==> src/rtl/ymem_read_arbiter_pkg.sv <==
// Shared types and constants for the Y-matrix memory read arbiter.
// The optional fixed-priority build is selected with YMEM_ARB_FIXED_PRIO_EN (see ymem_read_arbiter).
package ymem_arb_pkg;

  localparam int YMEM_ADDR_W = 11;
  localparam int YMEM_DATA_W = 256;
  localparam logic [YMEM_ADDR_W-1:0] YMEM_ADDR_IDLE = '1;

  typedef logic req_id_t;

  // Travels alongside each issued read until its data returns.
  typedef struct packed {
    logic    valid;
    req_id_t id;
    logic    port2_real;
  } rd_tag_t;

  typedef struct packed {
    req_id_t last;
    logic    lockActive;
    req_id_t lockId;
  } arb_state_t;

endpackage

==> src/rtl/ymem_read_arbiter_if.sv <==
// Requester and memory-side signals of the Y-matrix read arbiter.
// Handshake: reqN and its address pair stay stable until gntN is seen high; reqN && gntN in
// one cycle is an accepted read. Return data has no back-pressure and is valid only while rvalidN is high.
interface ymem_read_arbiter_if
  import ymem_arb_pkg::*;
#(
  parameter int ADDR_W = YMEM_ADDR_W,
  parameter int DATA_W = YMEM_DATA_W
);
  logic              req0, req1;
  logic              lock0, lock1;
  logic [ADDR_W-1:0] addr1_0, addr2_0, addr1_1, addr2_1;
  logic              gnt0, gnt1;
  logic [ADDR_W-1:0] mem_addr1, mem_addr2;
  logic              mem_rden;
  logic [DATA_W-1:0] mem_rdata1, mem_rdata2;
  logic [DATA_W-1:0] rdata1, rdata2;
  logic              rvalid0, rvalid1, rvalid2;

  modport slave (
    input  req0, req1, lock0, lock1, addr1_0, addr2_0, addr1_1, addr2_1,
    input  mem_rdata1, mem_rdata2,
    output gnt0, gnt1, mem_addr1, mem_addr2, mem_rden,
    output rdata1, rdata2, rvalid0, rvalid1, rvalid2
  );

  modport master (
    output req0, req1, lock0, lock1, addr1_0, addr2_0, addr1_1, addr2_1,
    output mem_rdata1, mem_rdata2,
    input  gnt0, gnt1, mem_addr1, mem_addr2, mem_rden,
    input  rdata1, rdata2, rvalid0, rvalid1, rvalid2
  );
endinterface

==> src/rtl/ymem_read_arbiter_tag_pipe.sv <==
// Read-tag delay line matching the memory read latency; a synchronous clear drops
// every in-flight tag so reads issued before reset never report return data.
module ymem_arb_tag_pipe
  import ymem_arb_pkg::*;
#(
  parameter int DEPTH = 1
) (
  input  logic    clock,
  input  logic    reset,
  input  rd_tag_t tagIn,
  output rd_tag_t tagOut
);
  rd_tag_t stages [DEPTH];

  always_ff @(posedge clock) begin
    if (!reset) begin
      for (int i = 0; i < DEPTH; i++) stages[i] <= '0;
    end else begin
      stages[0] <= tagIn;
      for (int i = 1; i < DEPTH; i++) stages[i] <= stages[i-1];
    end
  end

  assign tagOut = stages[DEPTH-1];
endmodule

==> src/rtl/ymem_read_arbiter.sv <==
// Shares the Y-memory read ports between the row-address generator (0) and the X/column fetch (1).
// Round-robin with burst lock; define YMEM_ARB_FIXED_PRIO_EN to give requester 0 fixed priority.
module ymem_read_arbiter
  import ymem_arb_pkg::*;
#(
  parameter int ADDR_W = YMEM_ADDR_W,
  parameter int DATA_W = YMEM_DATA_W,
  parameter int RD_LAT = 1
) (
  input  logic               clock,
  input  logic               reset,
  ymem_read_arbiter_if.slave bus,
  output arb_state_t         dbgState
);
`ifdef YMEM_ARB_FIXED_PRIO_EN
  localparam bit FIXED_PRIO = 1'b1;
`else
  localparam bit FIXED_PRIO = 1'b0;
`endif
  localparam logic [ADDR_W-1:0] ADDR_IDLE = {ADDR_W{1'b1}};

  arb_state_t        state, stateNext;
  logic [1:0]        req;
  logic              accept;
  req_id_t           winner;
  logic [ADDR_W-1:0] winAddr1, winAddr2;
  rd_tag_t           issuedTag, retTag;

  assign req = {bus.req1, bus.req0};

  always_ff @(posedge clock) begin : stateReg
    if (!reset) state <= '{last: 1'b1, lockActive: 1'b0, lockId: 1'b0};
    else        state <= stateNext;
  end

  // Only the current grantee can hold a lock, so a lock never competes with another lock.
  always_comb begin : nextState
    accept = reset && (|req);
    winner = 1'b0;
    if (state.lockActive && req[state.lockId]) winner = state.lockId;
    else if (&req)                             winner = FIXED_PRIO ? 1'b0 : !state.last;
    else                                       winner = bus.req1;

    stateNext            = state;
    stateNext.lockActive = 1'b0;
    if (accept) begin
      stateNext.last       = winner;
      stateNext.lockId     = winner;
      stateNext.lockActive = winner ? (bus.lock1 && !FIXED_PRIO) : bus.lock0;
    end
  end

  always_comb begin : outputs
    bus.gnt0 = accept && (winner == 1'b0);
    bus.gnt1 = accept && (winner == 1'b1);
    dbgState = state;
  end

  assign winAddr1 = winner ? bus.addr1_1 : bus.addr1_0;
  assign winAddr2 = winner ? bus.addr2_1 : bus.addr2_0;

  always_ff @(posedge clock) begin : addrReg
    if (!reset || !accept) begin
      bus.mem_addr1 <= ADDR_IDLE;
      bus.mem_addr2 <= ADDR_IDLE;
      bus.mem_rden  <= 1'b0;
      issuedTag     <= '0;
    end else begin
      bus.mem_addr1 <= winAddr1;
      bus.mem_addr2 <= winAddr2;
      bus.mem_rden  <= 1'b1;
      issuedTag     <= '{valid: 1'b1, id: winner, port2_real: (winAddr2 != ADDR_IDLE)};
    end
  end

  // The tag leaves the address register with the read, so it emerges with the data RD_LAT later.
  ymem_arb_tag_pipe #(.DEPTH(RD_LAT)) u_tagPipe (
    .clock  (clock),
    .reset  (reset),
    .tagIn  (issuedTag),
    .tagOut (retTag)
  );

  assign bus.rvalid0 = retTag.valid && (retTag.id == 1'b0);
  assign bus.rvalid1 = retTag.valid && (retTag.id == 1'b1);
  assign bus.rvalid2 = retTag.valid && retTag.port2_real;
  assign bus.rdata1  = DATA_W'(bus.mem_rdata1);
  assign bus.rdata2  = DATA_W'(bus.mem_rdata2);
endmodule

==> src/flat_wrapper.sv <==
// flat-port wrapper written by rule: the top's interface ports become plain ports
module ymem_read_arbiter_flat import ymem_arb_pkg::*;
#(
  parameter int ADDR_W = YMEM_ADDR_W,
  parameter int DATA_W = YMEM_DATA_W,
  parameter int RD_LAT = 1
)
  (clock, reset, dbgState, bus_req0, bus_req1, bus_lock0, bus_lock1, bus_addr1_0, bus_addr2_0, bus_addr1_1, bus_addr2_1, bus_mem_rdata1, bus_mem_rdata2, bus_gnt0, bus_gnt1, bus_mem_addr1, bus_mem_addr2, bus_mem_rden, bus_rdata1, bus_rdata2, bus_rvalid0, bus_rvalid1, bus_rvalid2);
  ymem_read_arbiter_if #(.ADDR_W(ADDR_W), .DATA_W(DATA_W)) bus_i ();
  input  logic clock;
  input  logic reset;
  output arb_state_t dbgState;
  input wire logic [$bits(bus_i.req0)-1:0] bus_req0;
  input wire logic [$bits(bus_i.req1)-1:0] bus_req1;
  input wire logic [$bits(bus_i.lock0)-1:0] bus_lock0;
  input wire logic [$bits(bus_i.lock1)-1:0] bus_lock1;
  input wire logic [$bits(bus_i.addr1_0)-1:0] bus_addr1_0;
  input wire logic [$bits(bus_i.addr2_0)-1:0] bus_addr2_0;
  input wire logic [$bits(bus_i.addr1_1)-1:0] bus_addr1_1;
  input wire logic [$bits(bus_i.addr2_1)-1:0] bus_addr2_1;
  input wire logic [$bits(bus_i.mem_rdata1)-1:0] bus_mem_rdata1;
  input wire logic [$bits(bus_i.mem_rdata2)-1:0] bus_mem_rdata2;
  output wire logic [$bits(bus_i.gnt0)-1:0] bus_gnt0;
  output wire logic [$bits(bus_i.gnt1)-1:0] bus_gnt1;
  output wire logic [$bits(bus_i.mem_addr1)-1:0] bus_mem_addr1;
  output wire logic [$bits(bus_i.mem_addr2)-1:0] bus_mem_addr2;
  output wire logic [$bits(bus_i.mem_rden)-1:0] bus_mem_rden;
  output wire logic [$bits(bus_i.rdata1)-1:0] bus_rdata1;
  output wire logic [$bits(bus_i.rdata2)-1:0] bus_rdata2;
  output wire logic [$bits(bus_i.rvalid0)-1:0] bus_rvalid0;
  output wire logic [$bits(bus_i.rvalid1)-1:0] bus_rvalid1;
  output wire logic [$bits(bus_i.rvalid2)-1:0] bus_rvalid2;
  assign bus_i.req0 = bus_req0;
  assign bus_i.req1 = bus_req1;
  assign bus_i.lock0 = bus_lock0;
  assign bus_i.lock1 = bus_lock1;
  assign bus_i.addr1_0 = bus_addr1_0;
  assign bus_i.addr2_0 = bus_addr2_0;
  assign bus_i.addr1_1 = bus_addr1_1;
  assign bus_i.addr2_1 = bus_addr2_1;
  assign bus_i.mem_rdata1 = bus_mem_rdata1;
  assign bus_i.mem_rdata2 = bus_mem_rdata2;
  assign bus_gnt0 = bus_i.gnt0;
  assign bus_gnt1 = bus_i.gnt1;
  assign bus_mem_addr1 = bus_i.mem_addr1;
  assign bus_mem_addr2 = bus_i.mem_addr2;
  assign bus_mem_rden = bus_i.mem_rden;
  assign bus_rdata1 = bus_i.rdata1;
  assign bus_rdata2 = bus_i.rdata2;
  assign bus_rvalid0 = bus_i.rvalid0;
  assign bus_rvalid1 = bus_i.rvalid1;
  assign bus_rvalid2 = bus_i.rvalid2;
  ymem_read_arbiter #(.ADDR_W(ADDR_W), .DATA_W(DATA_W), .RD_LAT(RD_LAT)) u_core (.clock(clock), .reset(reset), .bus(bus_i), .dbgState(dbgState));
endmodule
==> config.mk <==
export PLATFORM = sky130hd
export DESIGN_NAME = ymem_read_arbiter_flat
export DESIGN_NICKNAME = d
export VERILOG_FILES = /design/src/rtl/ymem_read_arbiter_pkg.sv /design/src/rtl/ymem_read_arbiter_if.sv /design/src/rtl/ymem_read_arbiter_tag_pipe.sv /design/src/rtl/ymem_read_arbiter.sv /design/src/flat_wrapper.sv
export SDC_FILE = /design/constraint.sdc
export NUM_CORES = 1
export LEC_CHECK = 0
export BUFFER_PORTS_ARGS = -buffer_cell sky130_fd_sc_hd__clkbuf_2
export CORE_AREA = 2 2 435 437
export DETAILED_ROUTE_END_ITERATION = 6
export DIE_AREA = 0 0 437 439
export PLACE_DENSITY = 0.3
export SETUP_SLACK_MARGIN = 0.5
export SKIP_CTS_REPAIR_TIMING = 1
export SLEW_MARGIN = 20
export SYNTH_ARGS = -nofsm -noshare
export SYNTH_HDL_FRONTEND = slang
export SYNTH_SLANG_ARGS = --single-unit
==> constraint.sdc <==
create_clock -name clock -period 1.35 [get_ports clock]
set_input_delay 0.135 -clock clock [delete_from_list [all_inputs] [get_ports clock]]
set_output_delay 0.135 -clock clock [all_outputs]
set_load 0.01 [all_outputs]
==> flow_metrics.env, run 1 <==
export IMPL_diodes=0
export IMPL_place_congestion=0.846
export IMPL_synth_top_area_share_pct=76.8
export IMPL_synth_edff_count=0
export IMPL_async_reset_ff_share_pct=0
export IMPL_io_pins=1105
export IMPL_antenna_found_initial=1
export IMPL_crit_chain="nor2b_4 -> o21a_4 -> o21ai_4 -> inv_2 -> buf_6"
export IMPL_core_area_mm2=0.187
export IMPL_hold_violations=0
export IMPL_hpwl_um=128000
export IMPL_final_nets=778
export IMPL_drc=0
export IMPL_drtPass1Iterations=4
export IMPL_syn_nets=1191
export IMPL_period_minus_slack_ps=1530
export IMPL_drtAntennaViolNets=0
export IMPL_die_x_um=437
export IMPL_setup_tns_ps=-884
export IMPL_tritoncts="yes"
export IMPL_maxUsedRoutingLayer="met5"
export IMPL_grt_pass1_wl_um=137000
export IMPL_ys_flop_type="dfxtp_1"
export IMPL_slew_headroom_pct=77.2
export IMPL_min_path_type="primary input to flip-flop"
export IMPL_slew_viol_final=0
export IMPL_grt_max_degree=15
export IMPL_slowest_stage="dfxtp_4"
export IMPL_p_per_area_mw_per_mm2=584
export IMPL_cts_buffers=5
export IMPL_finish_utilization_pct=2.84
export IMPL_synth_area_per_cell_um2=7.96
export IMPL_cp_required_ps=1220
export IMPL_fin_crit_sh_pct=113
export IMPL_grt_pass1_vias=2451
export IMPL_area_growth_pct=6.18
export IMPL_die_area_mm2=0.192
export IMPL_yosys_warnings=0
export IMPL_end_kind="primary output"
export IMPL_num_vias=2604
export IMPL_worst_slew_pin_slew_ps=341
export IMPL_violations="setup timing"
export IMPL_synth_most_common_cell="buf_4"
export IMPL_outcome="complete, but fails checks"
export IMPL_track_usage_pct=13.0
export IMPL_synth_common_cells="buf_4 (512), dfxtp_1 (31), nand3_1 (25)"
export IMPL_htreeDepth=2
export IMPL_fmaxAchievable_mhz=654
export IMPL_crit_path_max_fanout=3
export IMPL_die_h_um=439
export IMPL_cp_top_family="compound AO/OA/AOI/OAI gates"
export IMPL_wl_met1_um=8470
export IMPL_max_stage_delay_ps=360
export IMPL_insertion_delay_ps=320
export IMPL_via_per_inst=0.960
export IMPL_clockBufferDepth=2
export IMPL_crit_type="flip-flop to primary output"
export IMPL_synth_cell_types=25
export IMPL_worstPathArrival_ps=1390
export IMPL_dr_wl_met3_um=50900
export IMPL_clkTransAtPathRegs_ps=70
export IMPL_rsz0062_at_grt="yes"
export IMPL_start_util_pct=2.68
export IMPL_wl_met2_um=68700
export IMPL_clock_root_buffer="clkbuf_16"
export IMPL_wire_per_inst_um=48.1
export IMPL_worst_slack_ps=-180
export IMPL_io_buffer_count=80
export IMPL_finalSetupViolCount=13
export IMPL_synth_top_area_cell="buf_4"
export IMPL_synth_area_mm2=0.00500
export IMPL_drt_iter0_drc=114
export IMPL_leakage_nw=1.01
export IMPL_cts_num_sinks=31
export IMPL_synthCells=629
export IMPL_start_kind="flip-flop"
export IMPL_wl_um=131000
export IMPL_rows=159
export IMPL_ys_seq_area_share_pct=12.4
export IMPL_ys_ff_latch=31
export IMPL_layout_drive_gt1_share_pct=73.3
export IMPL_finClkSkew_ps=13.9
export IMPL_vdd_drop_max_mv=0.426
export IMPL_globalRouteOverflowTotal=0
export IMPL_path_buf_inv=2
export IMPL_netlist_top_cells_area="buf_4 (77%), dfxtp_1 (12%), nand3_1 (2.5%)"
export IMPL_maxCapViolations=0
## worst reg2reg max path, cell delays in order, from the launching register on
cell and delay, ps:
dfxtp_4 370, nor2b_4 180, o21ai_4 80, buf_4 150, buf_12 150, a2111oi_4 300
a311oi_2 70
## metrics by stage
step	power [mW]	worst slack [ps]	hold WS, ps	instance area, um2	std cells
2_1_floorplan	2.80	112	219	5030	629
3_3_place_gp	1.62	10.3	270	4790	2697
3_5_place_dp	1.62	-7.58	270	4790	2697
4_1_cts	3.12	-298	6.24	4950	2705
5_1_grt	3.27	-210	31.3	5310	2712
6_report	3.10	-180	30.3	5310	2712
## state kept, by name, indices dropped and copies added, names as in the netlist
signal                   count
u_core.bus.mem_addr1        11
u_core.bus.mem_addr2        11
u_core.bus.mem_rden          1
u_core.dbgState              3
u_core.issuedTag             2
u_core.u_tagPipe.stages      3
## worst paths after layout
path | depth (start not counted) | from | end | slack [ps]
setup / recovery | 5 | u_core.dbgState[1]$_SDFF_PN0_ | bus_gnt0 | -180
hold / removal | 2 | bus_addr1_1[0] | u_core.bus.mem_addr1[0]$_SDFF_PN1_ | 30
setup reg to reg | 6 | u_core.dbgState[1]$_SDFF_PN0_ | u_core.issuedTag[0]$_SDFF_PN0_ | -80
hold reg to reg | 1 | u_core.bus.mem_rden$_DFF_P_ | u_core.u_tagPipe.stages[0][2]$_SDFF_PN0_ | 530
## layout make-up
cell class	instances	area (um2)
inverters	5	21.3
clock buffers	7	153
multi-input cells	73	576
flip-flops and latches	31	668
repair buffers	100	767
well taps	2495	3120
fillers	22400	182000
clock inverters	1	7.51
## layout by cell type, fill, tap and decap left out, types with 6 or more instances in the layout
master	instances
clkbuf_2	49
dfxtp_2	17
o21ai_1	9
o22a_1	11
buf_6	23
dfxtp_1	7
nand3_1	18
buf_2	6
buf_4	15
nand3_2	8
dfxtp_4	7
## power breakdown
group	internal, mW	total (mW)	switching [mW]
Sequential	0.991	1.06	0.0663
Combinational	0.319	0.652	0.333
Clock	0.789	1.39	0.602
## metal layers
layer / track usage, % / up-vias
met5: 2.11 / -
met4: 2.06 / 10
met3: 24.2 / 83
met2: 24.2 / 1016
met1: 2.38 / 876
li1: - / 619
## kinds of logic (layout without fill, tap and decap cells)
family / Yosys count / count (layout) / synth area share [%]
AOI/OAI and AO/OA: 30 / 30 / 4.63
buffers and inverters: 525 / 113 / 78.2
DFF: 31 / 31 / 12.4
and+or+nand+nor: 43 / 43 / 4.80
No activity file was read; power rests on OpenSTA's default activity.
==> run 2: changes to the inputs <==
- ABC_AREA: default -> 1
==> flow_metrics.env, run 2 <==
export IMPL_outcome="complete, but fails checks"
export IMPL_violations="setup timing"
export IMPL_fmaxAchievable_mhz=672
export IMPL_slew_viol_final=0
export IMPL_reg2reg_from="u_core.dbgState[2]$_SDFFE_PN1P_"
export IMPL_cp_required_ps=1220
export IMPL_synthXorXnorAreaFrac_pct=0
export IMPL_fin_crit_sh_pct=110
export IMPL_vdd_drop_max_mv=0.366
export IMPL_synth_edff_count=0
export IMPL_synth_area_mm2=0.00502
export IMPL_drc=0
export IMPL_cpMostUsedCell="buf_6"
export IMPL_layout_drive_gt1_share_pct=61.8
export IMPL_setup_tns_ps=-791
export IMPL_start_util_pct=2.68
export IMPL_multi_input_area_um2=523
export IMPL_final_common_cell="clkbuf_2"
export IMPL_r2r_slack_ps=-70
export IMPL_insertion_delay_ps=310
export IMPL_area_growth_pct=3.52
export IMPL_ys_flop_type="dfxtp_1"
export IMPL_grt_pass1_wl_um=121000
export IMPL_clockBufferDepth=2
export IMPL_hpwl_um=112000
export IMPL_synth_cell_types=18
export IMPL_period_minus_slack_ps=1490
export IMPL_synth_top_area_cell="buf_4"
export IMPL_worst_slack_ps=-138
export IMPL_io_pins=1105
export IMPL_io_buffer_count=80
export IMPL_reg_top3="u_core.bus.mem_addr1: 11 flops, u_core.bus.mem_addr2: 11 flops"
export IMPL_netlist_top_cells_area="buf_4 (77%), dfxtp_1 (12%), nand2_1 (2.2%)"
export IMPL_r2r_end="u_core.issuedTag[0]$_SDFF_PN0_"
export IMPL_finalSetupViolCount=14
export IMPL_slew_headroom_pct=81.3
export IMPL_worstPathArrival_ps=1350
export IMPL_via_per_inst=0.936
export IMPL_globalRouteOverflowTotal=0
export IMPL_num_vias=2554
export IMPL_die_x_um=437
export IMPL_rsz0062_at_grt="yes"
export IMPL_finish_utilization_pct=2.78
export IMPL_antenna_found_initial=5
export IMPL_dp_cells=2713
export IMPL_synth_most_common_cell="buf_4"
export IMPL_synthAdderAreaFrac_pct=0
export IMPL_synth_top_family_by_area="buffers and inverters"
export IMPL_whs_endpoint="u_core.bus.mem_addr1[3]$_SDFF_PN1_"
export IMPL_place_congestion=0.801
export IMPL_core_area_mm2=0.187
export IMPL_start_kind="flip-flop"
export IMPL_worst_slew_pin_slew_ps=281
export IMPL_instances_no_fill=2728
export IMPL_synth_area_per_cell_um2=7.74
export IMPL_grt_max_degree=16
export IMPL_drtPass1Iterations=5
export IMPL_final_nets=794
export IMPL_end_kind="primary output"
export IMPL_final_cell_area_mm2=0.00519
export IMPL_synth_compound_area_share_pct=2.62
export IMPL_synth_common_cells="buf_4 (513), dfxtp_1 (31), nand2_1 (30)"
export IMPL_drtAntennaViolNets=0
export IMPL_crit_chain="inv_1 -> nand2_2 -> nand3_4 -> nand2_8 -> nor2_4 -> buf_6 -> buf_6"
export IMPL_most_common_layout_cells="clkbuf_2 (49), nand2_1 (25), nand3_1 (21), buf_6 (21), dfxtp_2 (17)"
export IMPL_diodes=0
export IMPL_grt_pass1_vias=2338
export IMPL_wl_um=116000
export IMPL_cts_buffers=5
export IMPL_muxShareOfSynthArea_pct=0
export IMPL_num_fill_cells=22400
export IMPL_whs_path_depth=2
export IMPL_clkTransAtPathRegs_ps=70
export IMPL_yosys_warnings=0
export IMPL_crit_path_max_fanout=6
export IMPL_async_reset_ff_share_pct=0
export IMPL_wire_per_inst_um=42.5
export IMPL_track_usage_pct=11.5
export IMPL_drt_iter0_drc=235
export IMPL_p_per_area_mw_per_mm2=551
export IMPL_r2r_cells=12
export IMPL_register_area_um2=646
export IMPL_leakage_nw=1.07
export IMPL_die_area_mm2=0.192
export IMPL_crit_type="flip-flop to primary output"
export IMPL_htreeDepth=2
export IMPL_die_h_um=439
export IMPL_rows=159
export IMPL_hold_violations=0
export IMPL_cts_num_sinks=31
export IMPL_slowest_stage="dfxtp_2"
export IMPL_synth_simple_area_share_pct=6.26
export IMPL_ys_ff_latch=31
export IMPL_placedInstanceArea_mm2=0.00474
export IMPL_tritoncts="yes"
export IMPL_max_stage_delay_ps=340
export IMPL_post_place_ws_ps=-55.3
export IMPL_finClkSkew_ps=7.88
export IMPL_syn_nets=1210
export IMPL_clock_root_buffer="clkbuf_16"
export IMPL_synthCells=648
export IMPL_ys_seq_area_share_pct=12.4
export IMPL_worstHoldStart="bus_addr1_1[3]"
export IMPL_maxCapViolations=0
export IMPL_synth_top_area_share_pct=76.8
export IMPL_min_path_type="primary input to flip-flop"
==> run 2: layer usage <==
metal  vias to the layer above  global-route usage (%)  share of wire [%]
li1                        633                       -                  -
met1                       832                    2.16                6.8
met2                       957                    19.9                 49
met3                       118                    22.9                 41
met4                        14                    2.34                2.2
met5                         -                    2.36               0.56
==> run 2: critical path: cells and delay by family, from the launching register on <==
kind,cells,cell delay [ps]
flip-flops,1,340
buffers and inverters,3,290
AND/OR/NAND/NOR,4,420
==> run 2: cell type report <==
type,instances,share of cell area [%]
clock inverters,3,0.458
well taps,2495,60.1
clock buffers,5,2.41
multi-input cells,84,10.1
repair buffers,94,13.3
flip-flops and latches,31,12.4
inverters,16,1.20
==> run 2: stage by stage <==
| step | total power, mW | hold WS, ps |
|---|---|---|
| 6_report | 2.86 | 47.3 |
| 5_1_grt | 2.99 | 44.3 |
| 4_1_cts | 2.80 | 32.2 |
| 3_5_place_dp | 1.48 | 270 |
| 3_3_place_gp | 1.48 | 270 |
| 2_1_floorplan | 2.80 | 228 |
==> run 2: worst max path at each step <==
stage / from / end / slack (ps) / cells after the start
2_1_floorplan: u_core.dbgState[1]$_SDFF_PN0_ / u_core.issuedTag[0]$_SDFF_PN0_ / 110 / 12
3_3_place_gp: u_core.dbgState[1]$_SDFF_PN0_ / u_core.issuedTag[0]$_SDFF_PN0_ / -40 / 11
3_5_place_dp: u_core.dbgState[1]$_SDFF_PN0_ / u_core.issuedTag[0]$_SDFF_PN0_ / -60 / 11
4_1_cts: u_core.dbgState[1]$_SDFF_PN0_ / bus_gnt0 / -260 / 7
5_1_grt: u_core.dbgState[0]$_SDFFE_PN0P_ / bus_gnt1 / -170 / 6
6_report: u_core.dbgState[2]$_SDFFE_PN1P_ / bus_gnt1 / -140 / 7
==> run 2: kinds of logic (layout without fill, tap and decap cells) <==
family,Yosys count,in the layout
AO/OA/AOI/OAI,15,15
buffers and inverters,534,118
flip-flops,31,31
AND/OR/NAND/NOR,68,69
==> run 2: power breakdown <==
group / internal, mW / switching, mW
Combinational: 0.279 / 0.292
Sequential: 0.990 / 0.0359
Clock: 0.693 / 0.575
==> run 3: changes to the inputs <==
- SKIP_CTS_REPAIR_TIMING: 1 -> default
==> flow_metrics.env, run 3 (synthesis gave the netlist of run 2 again) <==
export IMPL_outcome="complete, but fails checks"
export IMPL_htreeDepth=2
export IMPL_num_vias=2567
export IMPL_wl_met2_um=57100
export IMPL_p_clk_share_pct=43.9
export IMPL_wire_per_inst_um=42.4
export IMPL_min_path_type="primary input to flip-flop"
export IMPL_num_fill_cells=22400
export IMPL_most_common_layout_cells="clkbuf_2 (49), nand2_1 (26), nand3_1 (22)"
export IMPL_rsz0062_at_grt="yes"
export IMPL_hold_violations=0
export IMPL_antenna_found_initial=5
export IMPL_register_area_um2=646
export IMPL_fmaxAchievable_mhz=698
export IMPL_die_h_um=439
export IMPL_io_pins=1105
export IMPL_dp_cells=2713
export IMPL_grt_pass1_wl_um=121000
export IMPL_p_sw_share_pct=31.2
export IMPL_leakage_nw=1.11
export IMPL_via_per_inst=0.939
export IMPL_maxUsedRoutingLayer="met5"
export IMPL_grt_pass1_vias=2362
export IMPL_final_nets=799
export IMPL_start_kind="flip-flop"
export IMPL_drc=0
export IMPL_intPower_mw=1.99
export IMPL_drtAntennaViolNets=0
export IMPL_grt_max_degree=14
export IMPL_final_common_cell="clkbuf_2"
export IMPL_end_kind="primary output"
export IMPL_finClkSkew_ps=8.92
export IMPL_dr_wl_met3_um=48000
export IMPL_r2r_slack_ps=-30
export IMPL_diodes=0
export IMPL_globalRouteOverflowTotal=0
export IMPL_clkTransAtPathRegs_ps=70
export IMPL_drt_iter0_drc=190
export IMPL_track_usage_pct=11.5
export IMPL_worstHoldStart="bus_addr1_1[1]"
export IMPL_worst_slack_ps=-82.1
export IMPL_rows=159
export IMPL_layout_drive_gt1_share_pct=63.4
export IMPL_wl_um=116000
export IMPL_multi_input_area_um2=497
export IMPL_vdd_drop_max_mv=0.364
export IMPL_power_switching_mw=0.904
export IMPL_place_congestion=0.801
export IMPL_die_area_mm2=0.192
export IMPL_cts_num_sinks=31
export IMPL_post_place_ws_ps=-55.3
export IMPL_instances_no_fill=2733
export IMPL_hpwl_um=112000
export IMPL_crit_path_max_fanout=4
export IMPL_period_minus_slack_ps=1430
export IMPL_fin_crit_sh_pct=106
export IMPL_crit_type="flip-flop to primary output"
export IMPL_tritoncts="yes"
export IMPL_finalSetupViolCount=3
export IMPL_violations="setup timing"
export IMPL_p_seq_share_pct=35.5
export IMPL_drtPass1Iterations=6
export IMPL_clock_root_buffer="clkbuf_16"
export IMPL_crit_path_start="u_core.dbgState[1]$_SDFF_PN0_"
export IMPL_slew_headroom_pct=84.4
export IMPL_clockBufferDepth=2
export IMPL_io_buffer_count=80
export IMPL_final_cell_area_mm2=0.00527
export IMPL_wl_met1_um=7850
export IMPL_core_area_mm2=0.187
export IMPL_maxCapViolations=0
export IMPL_slew_viol_final=0
export IMPL_cp_required_ps=1220
export IMPL_reg_top3="u_core.bus.mem_addr1: 11 flops, u_core.bus.mem_addr2: 11 flops"
export IMPL_die_x_um=437
export IMPL_placedInstanceArea_mm2=0.00474
export IMPL_p_per_area_mw_per_mm2=549
export IMPL_worstPathArrival_ps=1300
export IMPL_start_util_pct=2.68
export IMPL_reg2reg_from="u_core.dbgState[1]$_SDFF_PN0_"
export IMPL_worst_slew_pin_slew_ps=233
export IMPL_insertion_delay_ps=310
export IMPL_comb_power_share_pct=20.7
export IMPL_area_growth_pct=5.09
export IMPL_cts_buffers=5
==> run 3: cell type report <==
class                      instances  area share, %
clock buffer                       5           2.37
clock inverter                     3          0.451
inverter                          16           1.19
multi-input combinational         83           9.42
sequential                        31           12.2
tap                             2495           59.2
timing repair buffer             100           15.1
==> run 3: final timing paths <==
kind         depth (start not counted)                                  endpoint
max                                  7                                  bus_gnt1
min                                  2        u_core.bus.mem_addr1[1]$_SDFF_PN1_
max reg2reg                         12            u_core.issuedTag[0]$_SDFF_PN0_
min reg2reg                          2  u_core.u_tagPipe.stages[0][1]$_SDFF_PN0_
==> run 3: repair_timing <==
action	CTS	global route
pin swaps	7	5
setup endpoints to repair	58	58
hold buffers	0	0
setup buffers	9	2
gates resized for setup	42	49
cloned	0	1
==> run 3: power groups by stage <==
stage | Combinational, mW | Clock (mW) | Sequential [mW]
6_report | 0.598 | 1.27 | 1.03
4_1_cts | 0.538 | 1.34 | 1.02
2_1_floorplan | 1.74 | 0 | 1.06
3_3_place_gp | 0.445 | 0 | 1.03
3_5_place_dp | 0.443 | 0 | 1.04
5_1_grt | 0.638 | 1.35 | 1.03
==> run 3: routing by layer <==
metal | up-vias | global-route usage, %
met5 | - | 2.36
met4 | 16 | 2.19
met3 | 114 | 22.9
met2 | 953 | 20.0
met1 | 842 | 2.15
li1 | 642 | -
==> run 3: worst max-delay path: stages, from the launching register on <==
cell and delay, ps:
dfxtp_2 350, inv_2 40, nand2_2 70, nand3_4 120, nand2_8 120, nor2_4 40, buf_6 120, clkbuf_8 140
==> run 3: stage by stage <==
step / util [%] / setup TNS, ps / power [mW] / hold slack (ps)
6_report: 2.82 / -189 / 2.89 / 46.2
2_1_floorplan: - / 0 / 2.80 / 228
3_5_place_dp: 2.54 / -310 / 1.48 / 270
5_1_grt: 2.82 / -547 / 3.02 / 44.3
4_1_cts: 2.75 / -208 / 2.90 / 32.2
3_3_place_gp: 2.54 / -49.1 / 1.48 / 270
